`src/rtl/q_acquire_pkg.sv`:
```
// Shared constants and FSM encoding for the Q acquisition path and the bisection controller.
package q_acquire_pkg;

  localparam int DEF_BUS_WIDTH     = 10;
  localparam int DEF_N_AVG_LOG2    = 3;
  localparam int DEF_SETTLE_CYCLES = 16;

  typedef enum logic {
    SETTLE  = 1'b0,
    ACQUIRE = 1'b1
  } acq_state_t;

endpackage

```
`src/rtl/settle_timer.sv`:
```
// Counts cycles since the last restart; done is high when the count reaches SETTLE_CYCLES-1.
// The count holds at done and returns to 0 on restart. No backpressure.
module settle_timer #(
  parameter int SETTLE_CYCLES = 16
) (
  input  logic clk,
  input  logic rst,
  input  logic restart,
  output logic done
);

  localparam int CW = (SETTLE_CYCLES < 2) ? 1 : $clog2(SETTLE_CYCLES + 1);

  logic [CW-1:0] count;

  assign done = (int'(count) >= SETTLE_CYCLES - 1);

  always_ff @(posedge clk) begin
    if (rst || restart) begin
      count <= '0;
    end else if (!done) begin
      count <= count + 1'b1;
    end
  end

endmodule

```
`src/rtl/q_acquire.sv`:
```
// Waits for i_ref to settle, averages 2**N_AVG_LOG2 valid ADC samples, and publishes the mean one cycle later.
// The ADC sample stream has no backpressure: samples are dropped while settling and in the publish cycle.
module q_acquire
  import q_acquire_pkg::*;
#(
  parameter int BUS_WIDTH     = DEF_BUS_WIDTH,
  parameter int N_AVG_LOG2    = DEF_N_AVG_LOG2,
  parameter int SETTLE_CYCLES = DEF_SETTLE_CYCLES
) (
  input  logic                 clk,
  input  logic                 rst,
  input  logic [BUS_WIDTH-1:0] i_ref,
  input  logic                 adc_valid,
  input  logic [BUS_WIDTH-1:0] adc_data,
  output logic [BUS_WIDTH-1:0] q_measured,
  output logic                 ready,
  output logic                 q_valid
);

  localparam int ACC_W = BUS_WIDTH + N_AVG_LOG2;
  localparam int CNT_W = N_AVG_LOG2 + 1;
  localparam logic [CNT_W-1:0] N_SAMPLES = CNT_W'(2 ** N_AVG_LOG2);

  acq_state_t           state, state_n;
  logic [BUS_WIDTH-1:0] i_ref_q;
  logic [ACC_W-1:0]     acc, acc_n;
  logic [CNT_W-1:0]     cnt, cnt_n;
  logic                 change;
  logic                 full;
  logic                 load;
  logic                 settle_restart;
  logic                 settle_done;

  assign change         = (i_ref != i_ref_q);
  assign full           = (cnt == N_SAMPLES);
  assign settle_restart = (state != SETTLE) || change;

  settle_timer #(
    .SETTLE_CYCLES (SETTLE_CYCLES)
  ) u_settle (
    .clk     (clk),
    .rst     (rst),
    .restart (settle_restart),
    .done    (settle_done)
  );

  always_comb begin
    state_n = state;
    acc_n   = acc;
    cnt_n   = cnt;
    load    = 1'b0;
    case (state)
      SETTLE: begin
        acc_n = '0;
        cnt_n = '0;
        if (!change && settle_done) begin
          state_n = ACQUIRE;
        end
      end
      ACQUIRE: begin
        // A reference change beats everything, including a completed block of samples.
        if (change) begin
          state_n = SETTLE;
          acc_n   = '0;
          cnt_n   = '0;
        end else if (full) begin
          load  = 1'b1;
          acc_n = '0;
          cnt_n = '0;
        end else if (adc_valid) begin
          acc_n = acc + ACC_W'(adc_data);
          cnt_n = cnt + 1'b1;
        end
      end
      default: state_n = SETTLE;
    endcase
  end

  always_ff @(posedge clk) begin
    if (rst) begin
      state      <= SETTLE;
      i_ref_q    <= i_ref;
      acc        <= '0;
      cnt        <= '0;
      q_measured <= '0;
      ready      <= 1'b0;
      q_valid    <= 1'b0;
    end else begin
      state   <= state_n;
      i_ref_q <= i_ref;
      acc     <= acc_n;
      cnt     <= cnt_n;
      q_valid <= load;
      if (load) begin
        q_measured <= acc[ACC_W-1:N_AVG_LOG2];
        ready      <= 1'b1;
      end
    end
  end

endmodule

```
`config.mk`:
```
export PLATFORM = sky130hd
export DESIGN_NAME = q_acquire
export DESIGN_NICKNAME = d
export VERILOG_FILES = /design/src/rtl/q_acquire_pkg.sv /design/src/rtl/settle_timer.sv /design/src/rtl/q_acquire.sv
export SDC_FILE = /design/constraint.sdc
export NUM_CORES = 1
export LEC_CHECK = 0
export CAP_MARGIN = 20
export CORE_ASPECT_RATIO = 0.7
export CORE_MARGIN = 4
export CORE_UTILIZATION = 40
export DETAILED_ROUTE_END_ITERATION = 8
export HOLD_SLACK_MARGIN = 0.02
export PLACE_DENSITY = 0.68
export SLEW_MARGIN = 20
export SYNTH_ARGS = -nofsm -noshare
export SYNTH_HDL_FRONTEND = slang
export SYNTH_SLANG_ARGS = --single-unit
```
`constraint.sdc`:
```
create_clock -name clk -period 3.1 [get_ports clk]
set_input_delay 0.775 -clock clk [delete_from_list [all_inputs] [get_ports clk]]
set_output_delay 0.775 -clock clk [all_outputs]
set_load 0.005 [all_outputs]
```
Word-level counts from Yosys, hierarchy flattened
Index checks and enable logic that the tools add are counted.

Bits in latches: 0. Output and inout port bits: 12. Bits in registers: 45. Word-level logic and storage cells: 34. Bits in writable memories: 0. Memories: 0. Input port bits: 23. ROM bits: 0.

Add/subtract/negate cells: 3. Eq/ne operators: 3. Shifts and indexed selects: 0. Reduce and logical (&&, ||, !) cells: 4. Multipliers: 0. Divide/modulo/power cells: 0. Bitwise operators: 1. Order comparisons: 1. Muxes and demuxes: 14.

Operator list (count): two-way mux 13 bit (3); case mux 13 bit (2 select lines) (1); adder 13 x 10 -> 13 bit (1); two-way mux 4 bit (3); inequality test 10 bit (1); case mux 4 bit (2 select lines) (1); adder 5 x 1 -> 5 bit, second input constant (1); >= comparator 5 x 4 -> 1 bit, second input constant (1); two-way mux 1 bit (5); adder 4 x 1 -> 4 bit, second input constant (1); == test 4 bit, second input constant (1); inequality test 4 x 2 -> 1 bit, second input constant (1); logical OR 1 bit (2); case mux 1 bit (2 select lines) (1); logical AND 1 bit (1); zero test 1 bit (1); inverter 1 bit (1).

Depth between registers and ports, before layout
Gate-level depths: netlist (run 1).

Word-level depth: 5. Gate-level depth with buffers: 9. Depth with buffers taken out: 9.

Modules after synthesis
From an unflattened synthesis (run 1), not the netlist that was laid out.

Cell total of the unflattened synthesis: 224. Area, all modules: 2167.1 um^2.

Modules (own cells, without submodules): q_acquire (cells each 199, seq. area each 800.8 um^2, area an instance 1919.3 um^2, instances 1); settle_timer (cells each 25, seq. area each 100.1 um^2, area an instance 247.7 um^2, instances 1).

Worst setup path before layout (run 1)
OpenSTA, ideal clock, no wires.

Path type: input port to flip-flop. From: input adc_data[0]. To: register acc[12]. Arrival: 2593 ps. Required time: 3030 ps. Setup time: 70 ps. Buffers on the path: 0. Stages: 9. Slack: 437 ps. Path through: ha_1 inv_1 fa_1 and2b_1 o31ai_2 a221oi_2 nor2_1 or4_1 a21oi_1.

Longest elaborated chain between the ends: 5.

RTL lines: from (decl) (RTL line q_acquire.sv:14) `input logic [BUS_WIDTH-1:0] adc_data,`; adder 13 x 10 -> 13 bit (RTL line q_acquire.sv:71) `acc_n = acc + ACC_W'(adc_data);`; two-way mux 13 bit (RTL line q_acquire.sv:70) `end else if (adc_valid) begin`; two-way mux 13 bit (RTL line q_acquire.sv:66) `end else if (full) begin`; two-way mux 13 bit (RTL line q_acquire.sv:62) `if (change) begin`; case mux 13 bit (2 select lines) (RTL line q_acquire.sv:52) `case (state)`; to (signal assigned) (RTL line q_acquire.sv:91) `acc <= acc_n;`; to (decl) (RTL line q_acquire.sv:26) `logic [ACC_W-1:0] acc, acc_n;`.

No other way between the ends. The select of a mux whose other input is x is not followed. A chain may end at the register's enable or synchronous reset.

Worst setup path after layout (run 1)
Ends and elaborated chain as after synthesis.

==> results of run 1 <==
[worst min-delay path: stages (launching register included)]
cell	delay [ns]
dfxtp_1	0.32
inv_1	0.07
a21oi_1	0.06
[metal layers]
layer  GRT usage [%]  wire [um]
met5               0          0
met4            5.41         49
met3            4.23        262
met2            19.3       1670
met1            20.9       2280
[sequential cells by signal, indices dropped and copies added (netlist names)]
| name | cells |
|---|---|
| acc | 13 |
| cnt | 4 |
| i_ref_q | 10 |
| q_measured | 10 |
| q_valid | 1 |
| ready | 1 |
| state | 1 |
| u_settle.count | 5 |
[power by group]
group | total [W] | switching [W] | internal (W) | leakage [nW]
combinational | 0.0000770 | 0.0000313 | 0.0000457 | 0.599
clock | 0.000450 | 0.000209 | 0.000241 | 0.0543
sequential | 0.000587 | 0.00000288 | 0.000584 | 0.366
total | 0.00111 | 0.000243 | 0.000871 | 1.02
[metrics by stage]
| step | util (%) | instances | power, W |
|---|---|---|---|
| after CTS | 54.3 | 332 | 0.00113 |
| after floorplan | - | 221 | 0.000638 |
| after global placement | 52.0 | 324 | 0.000678 |
| after detailed placement | 52.0 | 324 | 0.000679 |
| after global routing | 54.3 | 332 | 0.00116 |
| final | 54.3 | 332 | 0.00111 |
[final cells by class]
class	count	share of cell area [%]
multi-input combinational	159	42.0
timing repair buffer	42	15.5
clock buffer	5	2.58
clock inverter	3	1.73
tap	69	3.23
inverter	9	1.27
sequential	45	33.8
[path summary, 6_finish.rpt]
| kind | slack, ns | end | depth (start not counted) | start |
|---|---|---|---|---|
| max | 0.18 | acc[12] | 10 | adc_data[0] |
| min | 0.49 | u_settle.count[4] | 2 | u_settle.count[4] |
| max reg2reg | 0.76 | acc[12] | 9 | acc[0] |
| min reg2reg | 0.49 | u_settle.count[4] | 2 | u_settle.count[4] |
[cells by family after synthesis]
group	after synthesis	synth area share, %
adders and majority gates	15	9.33
xor gates and xnor gates	22	9.21
muxes	13	6.22
and+or+nand+nor	70	15.4
DFF	45	43.1
buffers and inverters	17	3.41
AOI/OAI and AO/OA	39	13.3
[cell usage in the layout, fill, tap and decap left out, types with 2 or more instances in the layout]
| cell | netlist | layout |
|---|---|---|
| xor2_1 | 4 | 4 |
| buf_4 | 1 | 7 |
| or3_1 | 2 | 2 |
| o21a_1 | 2 | 2 |
| o21ai_0 | 6 | 6 |
| nand3_1 | 3 | 3 |
| a32oi_1 | 2 | 2 |
| nor3_1 | 2 | 2 |
| xnor2_1 | 18 | 18 |
| nor4_1 | 3 | 3 |
| dfxtp_1 | 45 | 45 |
| nand2b_1 | 2 | 2 |
| a21o_1 | 3 | 3 |
| a22oi_1 | 8 | 8 |
| clkbuf_8 | 0 | 5 |
| and3_1 | 4 | 4 |
| clkdlybuf4s50_1 | 0 | 34 |
| nand4_1 | 2 | 2 |
| nand2_1 | 12 | 12 |
| a21oi_1 | 7 | 7 |
| inv_1 | 9 | 9 |
| mux2i_1 | 13 | 13 |
| ha_1 | 14 | 14 |
| nor2_1 | 35 | 35 |
==> qor.yml, run 1 <==
run_status:
  status: "complete, no violations"
critical_path:
  crit_fanout: 2
  cp_slowest_cell: "or4_1"
  worstSetupPathType: "in -> reg"
  cp.required_ns: 3.34
  path_buf_inv: 2
  cpPeakStageDelay_ns: 0.49
  critPathCaptureType: "flip-flop"
  path_delay_family: "simple AND/OR/NAND/NOR gates"
  crit_chain: "clkdlybuf4s50_1 -> ha_1 -> inv_1 -> fa_1 -> and2b_1 -> o31ai_2 -> a221oi_2 -> nor2_1 -> or4_1 -> a21oi_1"
  start_kind: "primary input"
  crit_arrival_ns: 3.16
layout:
  nNetsFinal: 300
  multi_input_area_sq_mm: 0.00112
  final_area_sq_mm: 0.00267
  antenna-diode-count: 0
  register_area_sq_um: 901
  layout-drive-gt1-share_pct: 7.22
  nFillCells: 456
  synthToLayoutAreaGrowth_pct: 27.6
logic_synthesis:
  seq_area_frac_synth_pct: 43.1
  synth_top_area_share_pct: 43.1
  netlist_area_sq_mm: 0.00209
  synth_fp_nets: 259
  ys.flop_type: "dfxtp_1"
  yosys-top-cells-area: "dfxtp_1, ha_1, xnor2_1"
  yosys_warnings: 0
  synth_seq_cells: 45
  synth.most_common_cell: "dfxtp_1"
  yosysTopAreaCell: "dfxtp_1"
  syn_avg_cell_area_sq_um: 9.47
  synth-async-reset-ratio_pct: 0
  synth_edf_count: 0
  ys_types: 41
  synth_common_cells: "dfxtp_1, nor2_1, xnor2_1"
  netlist_instances: 221
die:
  rows: 21
  start_util_pct: 42.6
  dieArea_sq_mm: 0.00647
  coreArea_sq_mm: 0.00491
  die_h_um: 68.5
  die_w_um: 94.4
  ios: 35
timing:
  max_slew.worst_pin.slew_ns: 0.459
  setup_viol: 0
  hold_ws_ns: 0.487
  finalMaxSlewViolations: 0
  min_period_over_period_pct: 94.2
  timing.final.crit_period_ns: 2.92
  worst_slack_ns: 0.179
  rsz0062_at_grt: "false"
  setup_tns_ns: 0
  max-slew-margin-rel_pct: 69.3
  finalHoldViolations: 0
  fmax_ghz: 0.342
  skew_ns: 0.0125
clock_network:
  clk_latency_ns: 0.30
  cts.sinks: 45
  cts-root-buf: "clkbuf_8"
  cts-resized-gates: 0
  cts_buffer_depth: 2
  htree_num_levels: 2
  cts_made_buffers: 5
  post_cts_buffers: 0
  postCtsHoldBufs: 0
  clkTransAtPathRegs_ns: 0.09
  cts_tree: "done"
placed_design:
  portBuffers: 34
  dp_slack_ns: -0.123
  placed_area_sq_mm: 0.00255
  gp_congestion: 0.808
  hpwlAfterDp_um: 3260
detailed_routing:
  antenna_left: 0
  avgViaCountPerCell: 4.89
  drt_iter0_markers: 90
  dr.pass1.iters: 5
  wl_per_cell_um: 12.8
  drt_wl_total_um: 4260
  drc: 0
  route.vias.total: 1624
global_route:
  grt_max_degree: 17
  grt_pass1_wl_um: 7020
  grt_usage_pct: 14.2
  grt_overflow: 0
  grt_pass1_vias: 1503
  antenna_found_initial: 0
power:
  power.density_mw_per_mm2: 418
  p_leak_nw: 1.02
  vdd_drop_max_uv: 253
hold_path:
  worst_hold_path_type: "reg -> reg"
job:
  maxCapViolations: 0
Power figures use the tool's default switching activity.
==> run 2, diff against run 1 <==
SETUP_SLACK_MARGIN = 0.2   (was default)
SLEW_MARGIN = default   (was 20)
==> run 2 against run 1 <==
Effect of this change: die area is the same; utilization is 0.51 points higher; global-route usage unchanged; register-to-register slack improved by 0.11 ns; clock skew barely moved; cell area is 0.94% higher; non-clock buffer count rose by 1; first-iteration DRC count decreased by 27%; clock power is essentially flat; worst setup slack improved by 0.22 ns.
==> qor.yml, run 2 (synthesized netlist as in run 1, its figures left out) <==
critical_path:
  cpPeakStageDelay_ns: 0.48
  cp_slowest_cell: "clkdlybuf4s50_1"
  crit_chain: "clkdlybuf4s50_1 -> inv_1 -> fa_2 -> and2b_2 -> o31ai_4 -> a221oi_2 -> nor2_1 -> or4_1 -> a21oi_1"
  start_kind: "primary input"
  worstSetupPathType: "in -> reg"
  crit_fanout: 2
  crit_arrival_ns: 2.94
  path_buf_inv: 2
  worst_r2r_endpoint: "acc[12]"
  cp.required_ns: 3.34
  critPathCaptureType: "flip-flop"
  reg2reg_setup_slack_ns: 0.87
  path_delay_family: "simple AND/OR/NAND/NOR gates"
  rr_startpoint: "acc[0]"
  reg2regPathDepth: 9
timing:
  rsz0062_at_grt: "false"
  fmax_ghz: 0.370
  finalMaxSlewViolations: 0
  setup_viol: 0
  timing.final.crit_period_ns: 2.70
  max-slew-margin-rel_pct: 69.3
  finalHoldViolations: 0
  min_period_over_period_pct: 87.1
  skew_ns: 0.0126
  max_slew.worst_pin.slew_ns: 0.459
power:
  p_switching_w: 0.000245
  swShare_pct: 21.9
  p_seq_share_pct: 52.6
  intPower_w: 0.000871
  power.density_mw_per_mm2: 414
  vdd_drop_max_uv: 254
  comb_power_share_pct: 6.9
  p_leak_nw: 1.03
  pwr-share-clk_pct: 40.5
layout:
  final_common_cell: "dfxtp_1"
  nFillCells: 454
  multi_input_area_sq_mm: 0.00113
  register_area_sq_um: 901
  final_area_sq_mm: 0.00269
  regMostFlops: "acc"
  antenna-diode-count: 0
  nNetsFinal: 301
  final_cell_count_no_fill: 333
  final_cell_mix: "dfxtp_1, nor2_1, clkdlybuf4s50_1"
  layout-drive-gt1-share_pct: 9.09
  reg_top3: "acc x13, i_ref_q x10, q_measured x10"
  largest_register_ffs: 13
  synthToLayoutAreaGrowth_pct: 28.8
global_route:
  grt_max_degree: 17
  grt_pass1_vias: 1503
  grt_usage_pct: 14.2
  grt_overflow: 0
  grt_pass1_wl_um: 7020
  antenna_found_initial: 0
die:
  ios: 35
  coreArea_sq_mm: 0.00491
  die_w_um: 94.4
  dieArea_sq_mm: 0.00647
  rows: 21
  die_h_um: 68.5
  start_util_pct: 42.6
clock_network:
  cts_made_buffers: 5
  cts-root-buf: "clkbuf_8"
  clkTransAtPathRegs_ns: 0.09
  cts.sinks: 45
  clk_latency_ns: 0.30
  htree_num_levels: 2
  cts_tree: "done"
  cts_buffer_depth: 2
detailed_routing:
  drt_wl_total_um: 4280
  dr.pass1.iters: 4
  avgViaCountPerCell: 4.86
  route.vias.total: 1618
  antenna_left: 0
  wl_per_cell_um: 12.9
  drc: 0
  drt_iter0_markers: 66
run_status:
  status: "complete, no violations"
hold_path:
  hold_depth: 2
  holdPathEnd: "u_settle.count[4]"
  hold_start: "u_settle.count[4]"
  worst_hold_path_type: "reg -> reg"
placed_design:
  gp_congestion: 0.808
  portBuffers: 34
  hpwlAfterDp_um: 3260
  placed_area_sq_mm: 0.00255
  dpl.cell_count: 324
job:
  maxCapViolations: 0
run 2: cell type report:
cell class | instances | area share [%]
repair buffers | 43 | 15.7
inverters | 9 | 1.25
well taps | 69 | 3.20
clock inverters | 3 | 1.72
clock buffers | 5 | 2.55
multi-input cells | 159 | 42.1
flip-flops and latches | 45 | 33.4
run 2: worst max-delay path by stage:
stage                startpoint  endpoint  slack [ns]  depth (start not counted)
finish              adc_data[1]   acc[12]        0.40                          9
global route        adc_data[1]   acc[12]        0.28                          9
CTS                 adc_data[0]   acc[12]        0.21                         10
detailed placement  adc_data[0]   acc[12]       -0.12                         10
global placement    adc_data[0]   acc[12]       -0.04                         10
floorplan           adc_data[0]   acc[12]        0.44                          9
run 2: worst min-delay path: stages (launching register included):
cell and delay [ns]:
dfxtp_1 0.32, inv_1 0.07, a21oi_1 0.06
run 2: stage by stage:
step                setup slack, ns  hold WS (ns)  TNS [ns]  util (%)  power [W]
finish                        0.399         0.487         0      54.8    0.00112
global route                  0.279         0.517         0      54.8    0.00116
CTS                           0.205         0.495         0      54.3    0.00113
detailed placement           -0.123         0.470    -0.123      52.0   0.000679
global placement            -0.0385         0.451   -0.0385      52.0   0.000678
floorplan                     0.437         0.451         0         -   0.000638
run 2: power by group through the flow:
stage               logic [W]  registers (W)  clock network, W
global route        0.0000844       0.000588          0.000486
finish              0.0000773       0.000587          0.000452
global placement    0.0000770       0.000601                 0
floorplan           0.0000369       0.000601                 0
detailed placement  0.0000776       0.000601                 0
CTS                 0.0000778       0.000587          0.000460
run 2: metal layers:
layer / GRT usage, % / vias up / wire length (um)
met4: 5.41 / 0 / 49
met5: 0 / - / 0
met2: 19.3 / 37 / 1690
met1: 20.9 / 724 / 2260
li1: - / 852 / -
met3: 4.23 / 5 / 280
run 2: repair_timing:
| action | CTS | global route |
|---|---|---|
| resized for setup | 0 | 6 |
| pin swaps | 1 | 7 |
| buffers inserted | 0 | 1 |
| hold buffers | 0 | 0 |
| setup endpoints to repair | 1 | 1 |
